==> config.mk <==
export PLATFORM = sky130hd
export DESIGN_NAME = johnson_step_sequencer
export DESIGN_NICKNAME = d
export VERILOG_FILES = /design/src/rtl/johnson_pkg.sv /design/src/rtl/johnson_step_core.sv /design/src/rtl/johnson_step_sequencer.sv
export SDC_FILE = /design/constraint.sdc
export NUM_CORES = 1
export LEC_CHECK = 0
export CAP_MARGIN = 10
export CORE_UTILIZATION = 48
export DETAILED_ROUTE_END_ITERATION = 16
export GPL_ROUTABILITY_DRIVEN = 0
export PLACE_DENSITY = 0.76
export SYNTH_ARGS = -nofsm -noshare
export SYNTH_HDL_FRONTEND = slang
export SYNTH_SLANG_ARGS = --single-unit
==> constraint.sdc <==
create_clock -name clk -period 2.2 [get_ports clk]
set_input_delay 0.33 -clock clk [delete_from_list [all_inputs] [get_ports clk]]
set_output_delay 0.33 -clock clk [all_outputs]
set_load 0.05 [all_outputs]
==> src/rtl/johnson_pkg.sv <==
// Shared types and pure helpers for the Johnson step sequencer.
// The helpers work on a JW_MAX-bit container, so any register width up to JW_MAX can use them.
package johnson_pkg;

  typedef enum logic [1:0] {
    IDLE = 2'd0,
    RUN  = 2'd1,
    DONE = 2'd2
  } state_t;

  localparam logic DIR_FWD = 1'b0;
  localparam logic DIR_REV = 1'b1;
  localparam int   JW_MAX  = 32;

  // Bits of code at position w and above must be zero; the result keeps them zero.
  function automatic logic [JW_MAX-1:0] johnson_next(input logic [JW_MAX-1:0] code,
                                                     input int w,
                                                     input logic dir);
    logic [JW_MAX-1:0] mask;
    logic [JW_MAX-1:0] top;
    logic [JW_MAX-1:0] res;
    mask = ~({JW_MAX{1'b1}} << w);
    top  = code >> (w - 1);
    if (dir == DIR_FWD)
      res = (code >> 1) | ({{(JW_MAX-1){1'b0}}, ~code[0]} << (w - 1));
    else
      res = (code << 1) | {{(JW_MAX-1){1'b0}}, ~top[0]};
    return res & mask;
  endfunction

  function automatic logic johnson_valid(input logic [JW_MAX-1:0] code, input int w);
    logic [JW_MAX-1:0] edges;
    edges = (code ^ (code >> 1)) & ~({JW_MAX{1'b1}} << (w - 1));
    return ($countones(edges) <= 1);
  endfunction

endpackage

==> src/rtl/johnson_step_core.sv <==
// Phase register of the Johnson generator: advances one code per step_en in the given direction.
// With JOHNSON_SELF_CORRECT_EN defined, an illegal code is forced back to zero and err pulses.
module johnson_step_core
  import johnson_pkg::*;
#(
  parameter int WIDTH = 4
) (
  input  logic             clk,
  input  logic             reset,
  input  logic             step_en,
  input  logic             dir,
  output logic [WIDTH-1:0] phase,
  output logic             err
);

  logic [WIDTH-1:0] phase_q;
  logic [WIDTH-1:0] next_code;

  always_comb begin
    next_code = WIDTH'(johnson_next(JW_MAX'(phase_q), WIDTH, dir));
  end

`ifdef JOHNSON_SELF_CORRECT_EN
  logic err_q;

  // Recovery beats a pending step; the step still counts upstream.
  always_ff @(posedge clk) begin
    if (reset) begin
      phase_q <= '0;
      err_q   <= 1'b0;
    end else if (!johnson_valid(JW_MAX'(phase_q), WIDTH)) begin
      phase_q <= '0;
      err_q   <= 1'b1;
    end else begin
      err_q <= 1'b0;
      if (step_en)
        phase_q <= next_code;
    end
  end

  assign err = err_q;
`else
  always_ff @(posedge clk) begin
    if (reset)
      phase_q <= '0;
    else if (step_en)
      phase_q <= next_code;
  end

  assign err = 1'b0;
`endif

  assign phase = phase_q;

endmodule

==> src/rtl/johnson_step_sequencer.sv <==
// Command-driven sequencer: issues a counted, rate-divided run of Johnson phase steps per command.
// Optional illegal-code recovery in the phase core is enabled by JOHNSON_SELF_CORRECT_EN.
module johnson_step_sequencer
  import johnson_pkg::*;
#(
  parameter int WIDTH  = 4,
  parameter int STEP_W = 16,
  parameter int DIV_W  = 16
) (
  input  logic              clk,
  input  logic              reset,
  input  logic              cmd_valid,
  output logic              cmd_ready,
  input  logic              cmd_dir,
  input  logic [STEP_W-1:0] cmd_steps,
  input  logic [DIV_W-1:0]  cmd_div,
  input  logic              abort,
  output logic [WIDTH-1:0]  phase,
  output logic              step_pulse,
  output logic              busy,
  output logic              done,
  output logic              aborted,
  output logic              err
);

  state_t            state, state_nx;
  logic              dir_q;
  logic [STEP_W-1:0] remaining;
  logic [DIV_W-1:0]  div_q;
  logic [DIV_W-1:0]  divider;
  logic              accept;
  logic              tick;
  logic              step_pulse_q;
  logic              aborted_q;

  assign accept = (state == IDLE) && cmd_valid;
  // Abort suppresses a coinciding step; the run ends one cycle after its last step.
  assign tick   = (state == RUN) && !abort && (remaining != '0) && (divider == '0);

  always_comb begin
    state_nx = state;
    case (state)
      IDLE:    if (cmd_valid) state_nx = (cmd_steps == '0) ? DONE : RUN;
      RUN:     if (abort || (remaining == '0)) state_nx = DONE;
      DONE:    state_nx = IDLE;
      default: state_nx = IDLE;
    endcase
  end

  always_ff @(posedge clk) begin
    if (reset) begin
      state        <= IDLE;
      dir_q        <= DIR_FWD;
      remaining    <= '0;
      div_q        <= '0;
      divider      <= '0;
      step_pulse_q <= 1'b0;
      aborted_q    <= 1'b0;
    end else begin
      state        <= state_nx;
      step_pulse_q <= tick;
      aborted_q    <= (state == RUN) && abort;
      if (accept) begin
        dir_q     <= cmd_dir;
        div_q     <= cmd_div;
        divider   <= cmd_div;
        remaining <= cmd_steps;
      end else if (tick) begin
        remaining <= remaining - STEP_W'(1);
        divider   <= div_q;
      end else if ((state == RUN) && (divider != '0)) begin
        divider <= divider - DIV_W'(1);
      end
    end
  end

  johnson_step_core #(
    .WIDTH (WIDTH)
  ) u_core (
    .clk     (clk),
    .reset   (reset),
    .step_en (tick),
    .dir     (dir_q),
    .phase   (phase),
    .err     (err)
  );

  assign cmd_ready  = (state == IDLE) && !reset;
  assign busy       = (state == RUN) && !reset;
  assign done       = (state == DONE) && !reset;
  assign aborted    = aborted_q && !reset;
  assign step_pulse = step_pulse_q;

endmodule
Yosys cells after proc, flatten, opt, wreduce, memory -nomap -nowiden
Cells that the tools add are included.

Register bits: 57. Bits of input ports: 37. Output and inout port bits: 10. Word-level logic and storage cells: 50.

Add/sub/neg operators: 2. Eq/ne operators: 4. Mux-type cells: 10. Bitwise gates (word level): 4. Reductions and logical operators: 22.

Operator list (number): $mux 16 (5); $logic_not 16->1 (3); $reduce_bool 16->1 (2); $sub 16x1->16 const B (2); $logic_and 1x1->1 (10); $mux 2 (3); $mux 4 (1); $ne 2x2->1 const B (2); $or 3x4->4 (1); $or 4x1->4 (1); $pmux 2 s2 (1); $reduce_bool 3->1 (1); $eq 2x1->1 const B (1); $eq 2x2->1 const B (1); $logic_not 1->1 (2); $logic_not 2->1 (1); $not 1->1 (2); $reduce_and 2->1 (1); $reduce_bool 2->1 (1); $logic_or 1x1->1 (1).

Depth between registers and ports, before layout
Word-level depth: 6. Gate-level depth with buffers: 10. Depth with buffers taken out: 8.

Hierarchy
A second synthesis with hierarchy kept.

Cell total of the unflattened synthesis: 370. Area total of the unflattened synthesis: 2950.3 um^2.

Modules (own cells, without submodules): johnson_step_sequencer (instances 1, cells an instance 349, area each 2757.6 um^2, sequential area each 1061.0 um^2); johnson_step_core (instances 1, cells an instance 21, area each 192.7 um^2, sequential area each 80.1 um^2).

Worst setup path before layout
OpenSTA, ideal clock, no wires.

Kind: reg-to-reg. Start: register divider[0]. End: register remaining[15]. Library setup time: 74 ps. Arrival: 2324 ps. Required time: 2126 ps. Path slack: -198 ps. Stages on the path, launching flop included: 10. Buffers on the path: 1. Clock period less this slack: 2398 ps. Cell sequence: dfxtp_1 inv_1 ha_1 or3b_2 nor4_4 and4_1 buf_4 nand3_4 or4_1 a31oi_1.

Cells in the longest elaborated chain, start to end: 3.

Ends and longest elaborated chain: start, declared (RTL line johnson_step_sequencer.sv:30) `logic [DIV_W-1:0] divider;`; start signal, assigned (RTL line johnson_step_sequencer.sv:66) `divider <= cmd_div;`; start signal, assigned (RTL line johnson_step_sequencer.sv:70) `divider <= div_q;`; start signal, assigned (RTL line johnson_step_sequencer.sv:72) `divider <= divider - DIV_W'(1);`; $logic_not 16->1 (RTL line johnson_step_sequencer.sv:38) `assign tick = (state == RUN) && !abort && (remaining != '0) && (divider == '0);`; $logic_and 1x1->1 (RTL line johnson_step_sequencer.sv:38); $reduce_bool 2->1 (no source line); end signal, assigned (RTL line johnson_step_sequencer.sv:67) `remaining <= cmd_steps;`; end signal, assigned (RTL line johnson_step_sequencer.sv:69) `remaining <= remaining - STEP_W'(1);`; end, declared (RTL line johnson_step_sequencer.sv:28) `logic [STEP_W-1:0] remaining;`.

Every way passes these cells. A chain may end at the register's enable or synchronous reset.

Final worst setup path
Start: register divider[10]. End: register divider[0].

Cells in the longest elaborated chain, start to end: 4. Elaborated cells on any way between the ends: 7. Those cells by class: 2 x mux; 5 x reduce/logical.

Ends and longest elaborated chain: $logic_not 16->1 (RTL line johnson_step_sequencer.sv:38); $logic_and 1x1->1 (RTL line johnson_step_sequencer.sv:38); $mux 16 (RTL line johnson_step_sequencer.sv:68) `end else if (tick) begin`; $mux 16 (RTL line johnson_step_sequencer.sv:63) `if (accept) begin`.

Parallel ways exist; a longest one is shown, timed or not.

==> reports/qor.txt <==
Status: finished, violations left
Worst slack at placement: -0.1270 ns
Max-Cap Viols: 0
DRT Wirelength: 8256 microns
H-Tree Depth: 3
WP data required: 2.44 ns
Post-synth ARST share: 0%
PwrDens: 767.0 nW/um^2
Vias/cell: 5.908
Post-Syn Area: 2930 sq um
Max rail drop VDD: 0.4103 mV
Grt ovf: 0
Die X: 80.14 microns
Initial DRT Pass Iterations: 5
CTS Buf Count: 9
Die Y: 80.14 microns
Fillcell total: 480
Total GRT Usage: 26.71%
Ant. Diodes: 0
Multi-input gate area: 1733 sq um
Final worst slack: -0.02280 ns
CTS tree: done
Library cells used by synthesis: 51
Seq/Total Area, Yosys: 38.94%
Setup Skew: 0.006548 ns
Total power: 0.003131 W
Drt first-iter violations: 311
Port Buffer Count: 45
Rows: 28
Nets: 493
Synth warnings: 0
Hold slack: 0.4532 ns
Core Area: 5921 sq um
Adder-Cell Fraction of Synth Area: 1.281%
Setup tns final: -0.06403 ns
Storage cell area: 1142 sq um
Simple-gate share of the synthesized area: 27.07%
Vias: 3131
Largest net degree at the start of global routing: 25
Synthesized net count: 412
Compound-cell area share of the yosys netlist: 24.42%
Critical path fanouts, max: 5
Utilization after layout: 68.96%
Hold buffer count at cts: 0
Initial Util: 49.49%
XOR/XNOR Fraction of Synth Area: 1.793%
Failing checks: negative setup slack
Post-synthesis mux area share: 0.6832%
DRC viols: 0
HPWL after DPL: 5698 microns
Setup violators final: 3
Clk slew on worst S/H paths: 0.06 ns
Tcrit/Tclk final: 101.0%
Post-synth EDFFs: 0
Minimum clock period: 2.223 ns
RSZ-0062 raised after global routing: true
Max-slew violations: 0
Largest family of logic cells by synthesized area: simple AND/OR/NAND/NOR gates
Antenna Nets Post-Route: 0
Worst-Skew Late Latency: 0.33 ns
Die area: 6422 sq um
Average wire per standard cell: 15.58 microns
FMAX: 449.9 MHz
Synth Area per Inst: 7.877 sq um
Worst hold path class: register to register
Fraction of layout cells with a size suffix above 1: 22.64%
Area Overhead vs Synth: 39.33%
Worst Setup Path Type: register to register
Final Hold Vio Count: 0
Top FF cell, synth: dfxtp_1
IO Pins: 47
Critical path capture point type: register
Clock root cell: clkbuf_8
Worst setup SP type: register
Register bit total from synthesis: 57
Crit path DAT: 2.46 ns
Vias in the first global route: 2836
Number of antenna violations at the first check in global routing: 0
Leak: 1.504 nW
Clk buf depth: 2
Post-synthesis instance total: 372
First-pass GRT wire length: 13050 microns
CTS sink count: 57
-- Yosys cell counts, types with 7 or more instances --
master / n / area, sq um
a211oi_1: 8 / 60.06
a31oi_1: 8 / 50.05
o21ai_0: 16 / 80.08
o211ai_1: 7 / 52.55
o311ai_0: 7 / 61.31
nor4_1: 11 / 68.82
dfxtp_1: 57 / 1141
nor2_1: 32 / 120.1
nand2_1: 52 / 195.2
nor3_1: 11 / 55.05
inv_1: 12 / 45.04
clkbuf_1: 19 / 71.32
a21oi_1: 38 / 190.2
-- worst max-delay path, cell delays in order (launching register included) --
cell and delay [ns]:
dfxtp_1 0.31, or4_4 0.57, buf_6 0.15, nor3_4 0.19, a21oi_2 0.08, a311o_1 0.36, buf_4 0.17, buf_6 0.11
a311oi_1 0.19
-- timing repair --
item	in CTS	in global routing
setup buffers	1	3
pin swaps	2	9
endpoints found under the setup margin	25	33
gates resized for setup	10	28
cloned	0	1
-- cell families after synthesis --
family          Yosys count
compound gates          110
xor+xnor                  6
fa+ha+maj                 3
buf+inv                  39
flops                    57
mux                       2
other cells               1
simple gates            154
-- per-stage QoR --
stage / cell area (sq um) / std cells
floorplan: 2948 / 372
global placement: 3726 / 512
detailed placement: 3726 / 512
CTS: 3929 / 526
global route: 4083 / 530
finish: 4083 / 530
-- cell type report --
type                    instances  share of cell area (%)
multi-input cells             276                   42.45
well taps                      75                   2.298
flip-flops and latches         57                   27.98
inverters                      12                   1.103
repair buffers                 97                   22.03
clock buffers                  13                   4.137
-- cell usage in the layout (no fill, tap or decap), types with 3 or more instances in the layout --
cell and count:
dfxtp_1 56, nand2_1 52, buf_4 47, clkdlybuf4s50_1 40, a21oi_1 35, nor2_1 29
o21ai_0 14, clkbuf_8 12, nor3_1 11, inv_1 10, nor4_1 8, o211ai_1 7
a31oi_1 7, a211oi_1 7, or3_1 6, nand4_1 5, nand3_1 5, buf_6 5
nor2b_1 4, or4_1 4, nor4_2 4, or2_2 4, o311ai_1 4, o311ai_0 4
nand2b_1 3, a32oi_1 3, xor2_1 3, a21oi_2 3, xnor2_1 3, a311oi_1 3
o22ai_1 3, buf_12 3
-- flip-flops by register name, summed over array words and instances (netlist names) --
signal / cells
remaining: 16
div_q: 16
divider: 16
dir_q: 1
u_core.phase: 4
state: 2
step_pulse: 1
aborted_q: 1
-- power breakdown --
group          internal, W  switching, W
Sequential         0.00113     0.0000760
Clock             0.000483      0.000386
Combinational     0.000516      0.000544
Total              0.00212       0.00101
-- layer usage --
metal	wire [microns]	vias up	part of all wire [%]	global-route usage (%)
met5	0	-	0	0
met4	120	0	1.5	9.643
met1	3777	1478	46	35.11
met3	482	16	5.8	6.932
met2	3876	105	47	42.05
li1	-	1532	-	-
-- path summary, 6_finish.rpt --
kind / slack, ns / end / cells past startpoint / start
worst max-delay path: -0.02 / divider[0] / 8 / divider[10]
worst min register to register: 0.45 / div_q[9] / 2 / div_q[9]
worst min-delay path: 0.45 / div_q[9] / 2 / div_q[9]
worst max register to register: -0.02 / divider[0] / 8 / divider[10]
(Power assumes the default switching activity.)
